**config.mk**
```make
export PLATFORM = sky130hd
export DESIGN_NAME = operand_serializer
export DESIGN_NICKNAME = d
export VERILOG_FILES = /design/src/rtl/cdc_pkg.sv /design/src/rtl/operand_serializer_ack_timer.sv /design/src/rtl/operand_serializer.sv
export SDC_FILE = /design/constraint.sdc
export NUM_CORES = 1
export LEC_CHECK = 0
export BUFFER_PORTS_ARGS = -buffer_cell sky130_fd_sc_hd__buf_2
export CAP_MARGIN = 20
export CORE_MARGIN = 2
export CORE_UTILIZATION = 35
export CTS_CLUSTER_DIAMETER = 100
export DETAILED_ROUTE_END_ITERATION = 6
export GPL_TIMING_DRIVEN = 0
export HOLD_SLACK_MARGIN = 0.06
export PLACE_DENSITY = 0.63
export SLEW_MARGIN = 20
export SYNTH_ARGS = -nofsm -noshare
export SYNTH_HDL_FRONTEND = slang
export SYNTH_SLANG_ARGS = --single-unit
```
**constraint.sdc**
```tcl
create_clock -name clk_i -period 4 [get_ports clk_i]
set_input_delay 0.4 -clock clk_i [delete_from_list [all_inputs] [get_ports clk_i]]
set_output_delay 0.4 -clock clk_i [all_outputs]
set_load 0.05 [all_outputs]
```
**src/rtl/cdc_pkg.sv**
```systemverilog
// Types and constants shared by the operand serializer and the compute stage.
package cdc_pkg;

    localparam int DATA_WIDTH = 8;

    typedef logic [2:0] ctl_t;

    typedef enum logic [1:0] {
        IDLE     = 2'd0,
        SHIFT    = 2'd1,
        WAIT_ACK = 2'd2,
        DONE     = 2'd3
    } ser_state_t;

endpackage

```
**src/rtl/operand_serializer_ack_timer.sv**
```systemverilog
// Saturating counter with clear and enable; expire marks the enabled cycle that
// completes LIMIT counted cycles.
module ack_timer #(
    parameter int LIMIT = 15,
    parameter int W     = 8
) (
    input  logic clk,
    input  logic rst_n,
    input  logic clr,
    input  logic en,
    output logic expire
);

    localparam logic [W-1:0] LAST = W'(LIMIT - 1);
    localparam logic [W-1:0] TOP  = W'(LIMIT);

    logic [W-1:0] count;

    always_ff @(posedge clk or negedge rst_n) begin
        if (!rst_n) begin
            count <= '0;
        end else if (clr) begin
            count <= '0;
        end else if (en && count != TOP) begin
            count <= count + 1'b1;
        end
    end

    assign expire = en & (count == LAST);

endmodule

```
**src/rtl/operand_serializer.sv**
```systemverilog
// Serializes {A,B} MSB-first with a per-bit strobe, then waits for the downstream
// shifter's acknowledge; a missing acknowledge sets a sticky error.
module operand_serializer
    import cdc_pkg::*;
#(
    parameter int DATA_WIDTH  = cdc_pkg::DATA_WIDTH,
    parameter int WORD_WIDTH  = 2 * DATA_WIDTH,
    parameter int ACK_TIMEOUT = 15
) (
    input  logic                  clk_i,
    input  logic                  rst_i,
    input  logic                  en_i,
    input  logic                  valid_i,
    output logic                  ready_o,
    input  logic [DATA_WIDTH-1:0] a_i,
    input  logic [DATA_WIDTH-1:0] b_i,
    input  ctl_t                  ctl_i,
    output ctl_t                  ctl_o,
    output logic                  shift_o,
    output logic                  serial_o,
    input  logic                  done_i,
    output logic                  frame_done_o,
    output logic                  busy_o,
    output logic                  err_o,
    output ser_state_t            state_o
);

    localparam int CNT_W = $clog2(WORD_WIDTH + 1);

    ser_state_t            state;
    ser_state_t            state_nxt;
    logic [WORD_WIDTH-1:0] sreg;
    logic [CNT_W-1:0]      cnt;
    logic                  accept;
    logic                  timer_clr;
    logic                  timer_en;
    logic                  expire;

    // valid/ready: a pair transfers on an edge where valid_i and the registered
    // ready_o are both high. ready_o is honoured even if en_i just dropped, so
    // the upstream never loses a pair it believes was taken.
    assign accept    = (state == IDLE) & valid_i & ready_o;
    assign timer_clr = (state != WAIT_ACK);
    assign timer_en  = (state == WAIT_ACK) & en_i;
    assign state_o   = state;

    ack_timer #(
        .LIMIT (ACK_TIMEOUT),
        .W     (8)
    ) u_ack_timer (
        .clk    (clk_i),
        .rst_n  (rst_i),
        .clr    (timer_clr),
        .en     (timer_en),
        .expire (expire)
    );

    always_comb begin
        state_nxt = state;
        case (state)
            IDLE: begin
                if (accept) state_nxt = SHIFT;
            end
            SHIFT: begin
                if (en_i && cnt == '0) state_nxt = WAIT_ACK;
            end
            WAIT_ACK: begin
                // An acknowledge on the timeout edge still counts as success.
                if (en_i && done_i) state_nxt = DONE;
                else if (expire)    state_nxt = IDLE;
            end
            DONE: begin
                if (en_i) state_nxt = IDLE;
            end
            default: state_nxt = IDLE;
        endcase
    end

    always_ff @(posedge clk_i or negedge rst_i) begin
        if (!rst_i) begin
            state        <= IDLE;
            sreg         <= '0;
            cnt          <= '0;
            ready_o      <= 1'b0;
            ctl_o        <= '0;
            shift_o      <= 1'b0;
            serial_o     <= 1'b0;
            frame_done_o <= 1'b0;
            busy_o       <= 1'b0;
            err_o        <= 1'b0;
        end else begin
            state        <= state_nxt;
            ready_o      <= (state_nxt == IDLE) & en_i;
            busy_o       <= (state_nxt != IDLE);
            frame_done_o <= (state == WAIT_ACK) & (state_nxt == DONE);
            shift_o      <= 1'b0;
            if (expire && !done_i) err_o <= 1'b1;

            case (state)
                IDLE: begin
                    if (accept) begin
                        ctl_o <= ctl_i;
                        // The first bit leaves on the accept edge itself.
                        if (en_i) begin
                            shift_o  <= 1'b1;
                            serial_o <= a_i[DATA_WIDTH-1];
                            sreg     <= {a_i[DATA_WIDTH-2:0], b_i, 1'b0};
                            cnt      <= CNT_W'(WORD_WIDTH - 1);
                        end else begin
                            sreg <= {a_i, b_i};
                            cnt  <= CNT_W'(WORD_WIDTH);
                        end
                    end
                end
                SHIFT: begin
                    if (en_i && cnt != '0) begin
                        shift_o  <= 1'b1;
                        serial_o <= sreg[WORD_WIDTH-1];
                        sreg     <= {sreg[WORD_WIDTH-2:0], 1'b0};
                        cnt      <= cnt - 1'b1;
                    end
                end
                default: ;
            endcase
        end
    end

endmodule

```
Word-level counts from Yosys, hierarchy flattened. Index checks and enable logic that the tools add are counted.

Flip-flop bits (word level): 40. Input port bits: 24. Output and inout bits: 11. Word-level logic and storage cells: 69.

$add $sub $neg: 2. Equal/unequal tests: 10. Mux-type cells: 24. Bitwise operators: 6. Reduce and logical (&&, ||, !) cells: 16.

Operators by type and width (number): 2-to-1 mux 16 bit (3); one-hot mux 16 bit (2 select lines) (1); 2-to-1 mux 8 bit (2); 2-to-1 mux 5 bit (3); 2-to-1 mux 2 bit (5); one-hot mux 5 bit (2 select lines) (1); adder 8 x 1 -> 8 bit, second input constant (1); == test 8 x 4 -> 1 bit, second input constant (1); inequality test 2 bit, second input constant (4); inequality test 8 x 4 -> 1 bit, second input constant (1); one-hot mux 2 bit (4 select lines) (1); bitwise AND 1 bit (6); == test 2 bit, second input constant (3); 2-to-1 mux 1 bit (6); nonzero test 2 bit (3); logical AND 1 bit (5); zero test 5 bit (1); nonzero test 5 bit (1); subtractor 5 x 1 -> 5 bit, second input constant (1); zero test 2 bit (2); one-hot mux 1 bit (2 select lines) (2); AND reduction 4 bit (1); AND reduction 3 bit (1); == test 2 x 1 -> 1 bit, second input constant (1); other kinds (2) (2).

Logic depth before layout (Yosys ltp).
Depth in word-level cells: 8. Mapped depth: 8. Gate-level depth less buffers: 6.

Hierarchy. Synthesis repeated with hierarchy kept, for this count alone.

Cells, all modules: 207. Area total of the unflattened synthesis: 2342.2 um2.

Modules (own cells, without submodules): operand_serializer (times used 1, cells each 159, area an instance 1873.0 um2, sequential area each 800.8 um2); ack_timer (times used 1, cells each 48, area an instance 469.2 um2, sequential area each 200.2 um2).

Least setup slack after synthesis. No wires, ideal clock.

Path type: reg-to-reg. Start: register state[1] (netlist: state_o[1]). End: register u_ack_timer.count[7]. Setup time: 0.079 ns. Arrival: 2.045 ns. Data required time: 3.921 ns. Slack: 1.876 ns. Stages on the path, launching flop included: 6. Path buffers: 1. Clock period less this slack: 2.124 ns. Path through: dfrtp_1 -> clkbuf_1 -> nor2b_1 -> o311ai_1 -> nor4_1 -> mux2i_1.

Longest elaborated chain between the ends: 4. Elaborated cells between the ends (all ways): 6. Those cells by class: 2 x eq/ne; 1 x mux; 1 x bitwise; 2 x reduce/logical.

Ends and longest elaborated chain: from (decl) (line operand_serializer.sv:30) `ser_state_t state;`; from (signal assigned) (line operand_serializer.sv:92) `state <= state_nxt;`; == test 2 bit (line operand_serializer.sv:44) `assign timer_en = (state == WAIT_ACK) & en_i;`; bitwise AND 1 bit (line operand_serializer.sv:44); logical AND 1 bit (line operand_serializer_ack_timer.sv:24) `end else if (en && count != TOP) begin`; nonzero test 2 bit (no line); to (signal assigned) (line operand_serializer_ack_timer.sv:25) `count <= count + 1'b1;`; to (decl) (line operand_serializer_ack_timer.sv:17) `logic [W-1:0] count;`.

Parallel ways exist; a longest one is shown, timed or not. A chain may end at the register's enable or synchronous reset.

Worst setup path in the final report.
Start: register cnt[0]. End: register sreg[6].

Longest elaborated chain between the ends: 4.

Ends and longest elaborated chain: from (decl) (line operand_serializer.sv:33) `logic [CNT_W-1:0] cnt;`; from (signal assigned) (line operand_serializer.sv:108) `cnt <= CNT_W'(WORD_WIDTH - 1);`; from (signal assigned) (line operand_serializer.sv:111) `cnt <= CNT_W'(WORD_WIDTH);`; from (signal assigned) (line operand_serializer.sv:120) `cnt <= cnt - 1'b1;`; nonzero test 5 bit (line operand_serializer.sv:116) `if (en_i && cnt != '0) begin`; logical AND 1 bit (line operand_serializer.sv:116); inequality test 2 bit (no line); AND reduction 3 bit (no line); to (signal assigned) (line operand_serializer.sv:107) `sreg <= {a_i[DATA_WIDTH-2:0], b_i, 1'b0};`; to (signal assigned) (line operand_serializer.sv:110) `sreg <= {a_i, b_i};`; to (signal assigned) (line operand_serializer.sv:119) `sreg <= {sreg[WORD_WIDTH-2:0], 1'b0};`; to (decl) (line operand_serializer.sv:32) `logic [WORD_WIDTH-1:0] sreg;`.

No other way between the ends.

==> out/results.tsv <==
stage	metric	value	unit
status	status	finished, final reports clean	
synth	avgSynthCellArea	9.33	um^2
detailed_routing	viasPerCell	5.12	
synth	synthTopCellsByArea	dfrtp_1 47%, mux2i_1 8.0%, o21ai_0 5.7%	
final_layout	antenna_cells	0	
die	start_util	0.360	
detailed_routing	drcViolationCount	0	
clock_tree	cts_hold_buf	0	
pwr	combPwrFrac	0.386	
critical_path	arrival	2770	ps
detailed_routing	vias	1760	
die	die_height	81.8	um
run	maxCapViolations	0	
clock_tree	cts-buffers-inserted	5	
place	dp.cells	336	
sta	slew_viol_final	0	
synth	ys_types	46	
synth	synth.net_count	255	
detailed_routing	drt_iter0_markers	109	
pwr	ir_worst_vdd	0.303	mV
sta	worst_pin_slew	899	ps
synth	synth_fa_ha_area_frac	0.0236	
place	gp_congestion	0.816	
sta	max_freq	391	MHz
sta	worst_slack	1440	ps
place	preCtsSetupSlack	1500	ps
die	die_area	6690	um^2
clock_tree	cts_tree	done	
final_layout	area_growth	16.8	%
synth	synth_cells	227	
place	port_buffers	34	
final_layout	stdcell_area	2470	um^2
detailed_routing	wl_per_cell	13.1	um
detailed_routing	ant_nets	0	
synth	async_flop_share	1.00	
clock_tree	clk_pin_slew_worst_paths	80	ps
critical_path	critPathLaunchType	flop	
pwr	pwr-share-clk	0.198	
global_routing	grt_pass1_wl	7560	um
pwr	power	1.46	mW
final_layout	finish.utilization	0.420	
global_routing	grt_max_degree	41	
detailed_routing	routed_wl	4490	um
critical_path	path_max_fanout	10	
pwr	p_leak	1.12	nW
synth	ys_ff_latch	40	
place	dp_hpwl	3210	um
final_layout	final_net_count	296	
final_layout	fillers	611	
clock_tree	cts_buffer_depth	2	
synth	syn_area	2120	um^2
die	core_area	5890	um^2
detailed_routing	drtPass1Iterations	4	
critical_path	critPathKind	reg -> reg	
synth	yosys.area.top_type	dfrtp_1	
clock_tree	postCtsSetupRepairBufs	0	
sta	maxSlewHeadroom	0.401	
synth	yosys.area_share.xor_xnor	0.00827	
sta	setup_viol	0	
sta	grt_setup_unrepaired	no	
pwr	power_density	589	nW/um^2
place	place_area	2380	um^2
die	die-width	81.8	um
hold_path	worst_hold_path_type	in -> async	
clock_tree	htreeDepth	2	
synth	synth_compound_area_frac	0.174	
global_routing	grt.total_usage	0.149	
synth	synth_edf_count	0	
final_layout	drive_gt1_frac	0.193	
synth	ys_seq_area_frac	0.473	
pwr	seq_power_share	0.416	
global_routing	gr-total-overflow	0	
clock_tree	worstSkewPairLatency	300	ps
clock_tree	cts_resized	0	
sta	whs	206	ps
die	num_rows	28	
pwr	p_switching	0.596	mW
critical_path	worstPathRequired	4220	ps
synth	synth_top_cell_area_share	0.473	
pwr	power.internal	0.861	mW
synth	yosys-mux-area-fraction	0.0963	
global_routing	antenna_found_initial	0	
pwr	switching_share	0.409	
final_layout	fin_cells	344	
clock_tree	cts.sinks	40	
global_routing	grt_pass1_vias	1620	
clock_tree	cts_root_buf	clkbuf_8	
synth	synth_top_family_by_area	simple AND/OR/NAND/NOR gates	
die	ioPinCount	35	
sta	skew	5.87	ps
sta	final.period_utilization	0.639	
synth	yosysWarnings	0	
synth	synthSimpleGateAreaFrac	0.186	
synth	dominantRegCellSynth	dfrtp_1	
critical_path	critPathCaptureType	flop	
sta	min_period	2560	ps
sta	final_hold_viol_count	0	
sta	final.setup.tns	0	ps
cells by family (layout without fill, tap and decap cells):
logic type | Yosys count | after routing
and+or+nand+nor | 76 | 76
AOI/OAI and AO/OA | 63 | 63
DFF | 40 | 40
buffers and inverters | 22 | 64
muxes | 20 | 20
adders and majority gates | 4 | 4
xor gates and xnor gates | 2 | 2
worst paths after layout:
path                         from      endpoint  slack [ps]  depth (start not counted)
max                        cnt[0]       sreg[6]        1440                          8
min                         rst_i      ctl_o[0]         210                          1
max reg2reg                cnt[0]       sreg[6]        1440                          8
min reg2reg                 err_o         err_o         460                          2
max in group asynchronous   rst_i  frame_done_o        3210                          1
min in group clk_i         done_i         err_o         320                          2
power by group through the flow:
stage | clock network [mW] | logic [mW] | registers [mW]
after floorplan | 0 | 0.316 | 0.715
after global placement | 0 | 0.553 | 0.610
after detailed placement | 0 | 0.569 | 0.614
after CTS | 0.293 | 0.567 | 0.608
after global routing | 0.308 | 0.641 | 0.623
final | 0.288 | 0.563 | 0.606
critical path, stage by stage, from the launching register on:
cell	delay (ps)
dfrtp_1	430
inv_1	150
ha_1	180
nor4b_2	490
o21ba_2	250
clkbuf_1	340
buf_1	440
nand2_1	90
o21ai_0	100
registers in the layout, indices dropped and copies added, names as in the netlist:
| name | count |
|---|---|
| cnt | 5 |
| ctl_o | 3 |
| ready_o | 1 |
| shift_o | 1 |
| busy_o | 1 |
| u_ack_timer.count | 8 |
| err_o | 1 |
| serial_o | 1 |
| sreg | 16 |
| frame_done_o | 1 |
| state_o | 2 |
layout make-up:
cell class	instances	area (um^2)	area share
plain buffers	13	48.8	0.0197
clock buffers	6	82.6	0.0334
clock inverters	2	10.0	0.00405
inverters	9	33.8	0.0137
multi-input cells	165	1030	0.418
flip-flops and latches	40	1000	0.405
well taps	75	93.8	0.0379
repair buffers	34	170	0.0688
placed cells by master, fill, tap and decap left out, types with 2 or more instances in the layout:
| master | n |
|---|---|
| mux2_2 | 3 |
| a21oi_1 | 22 |
| a211oi_1 | 3 |
| nand2_1 | 25 |
| nor3b_1 | 2 |
| buf_2 | 34 |
| dfrtp_1 | 40 |
| clkinv_2 | 2 |
| ha_1 | 4 |
| clkbuf_1 | 10 |
| o21ai_0 | 24 |
| buf_1 | 3 |
| nor2b_1 | 3 |
| clkbuf_8 | 6 |
| o22ai_1 | 2 |
| nand3b_1 | 2 |
| inv_1 | 9 |
| nand3_1 | 7 |
| mux2i_1 | 17 |
| nor2_1 | 18 |
| nor3_1 | 3 |
| nand2b_1 | 3 |
routing by layer:
layer / global-route usage / part of all wire / vias to the layer above
li1: - / - / 886
met1: 0.195 / 0.48 / 838
met2: 0.234 / 0.46 / 28
met3: 0.0330 / 0.034 / 8
met4: 0.0683 / 0.024 / 0
met5: 0 / 0 / -
cell usage after synthesis, drive strengths merged (2+ instances only):
cell type / number
dfrtp: 40
nand2: 25
o21ai: 24
a21oi: 22
nor2: 18
mux2i: 17
clkbuf: 10
inv: 9
nand3: 7
ha: 4
a211oi: 3
buf: 3
mux2: 3
nand2b: 3
nor2b: 3
nor3: 3
a221o: 2
nand3b: 2
nor3b: 2
o22ai: 2
or2: 2
or3: 2
No activity file was read; power rests on OpenSTA's default activity.
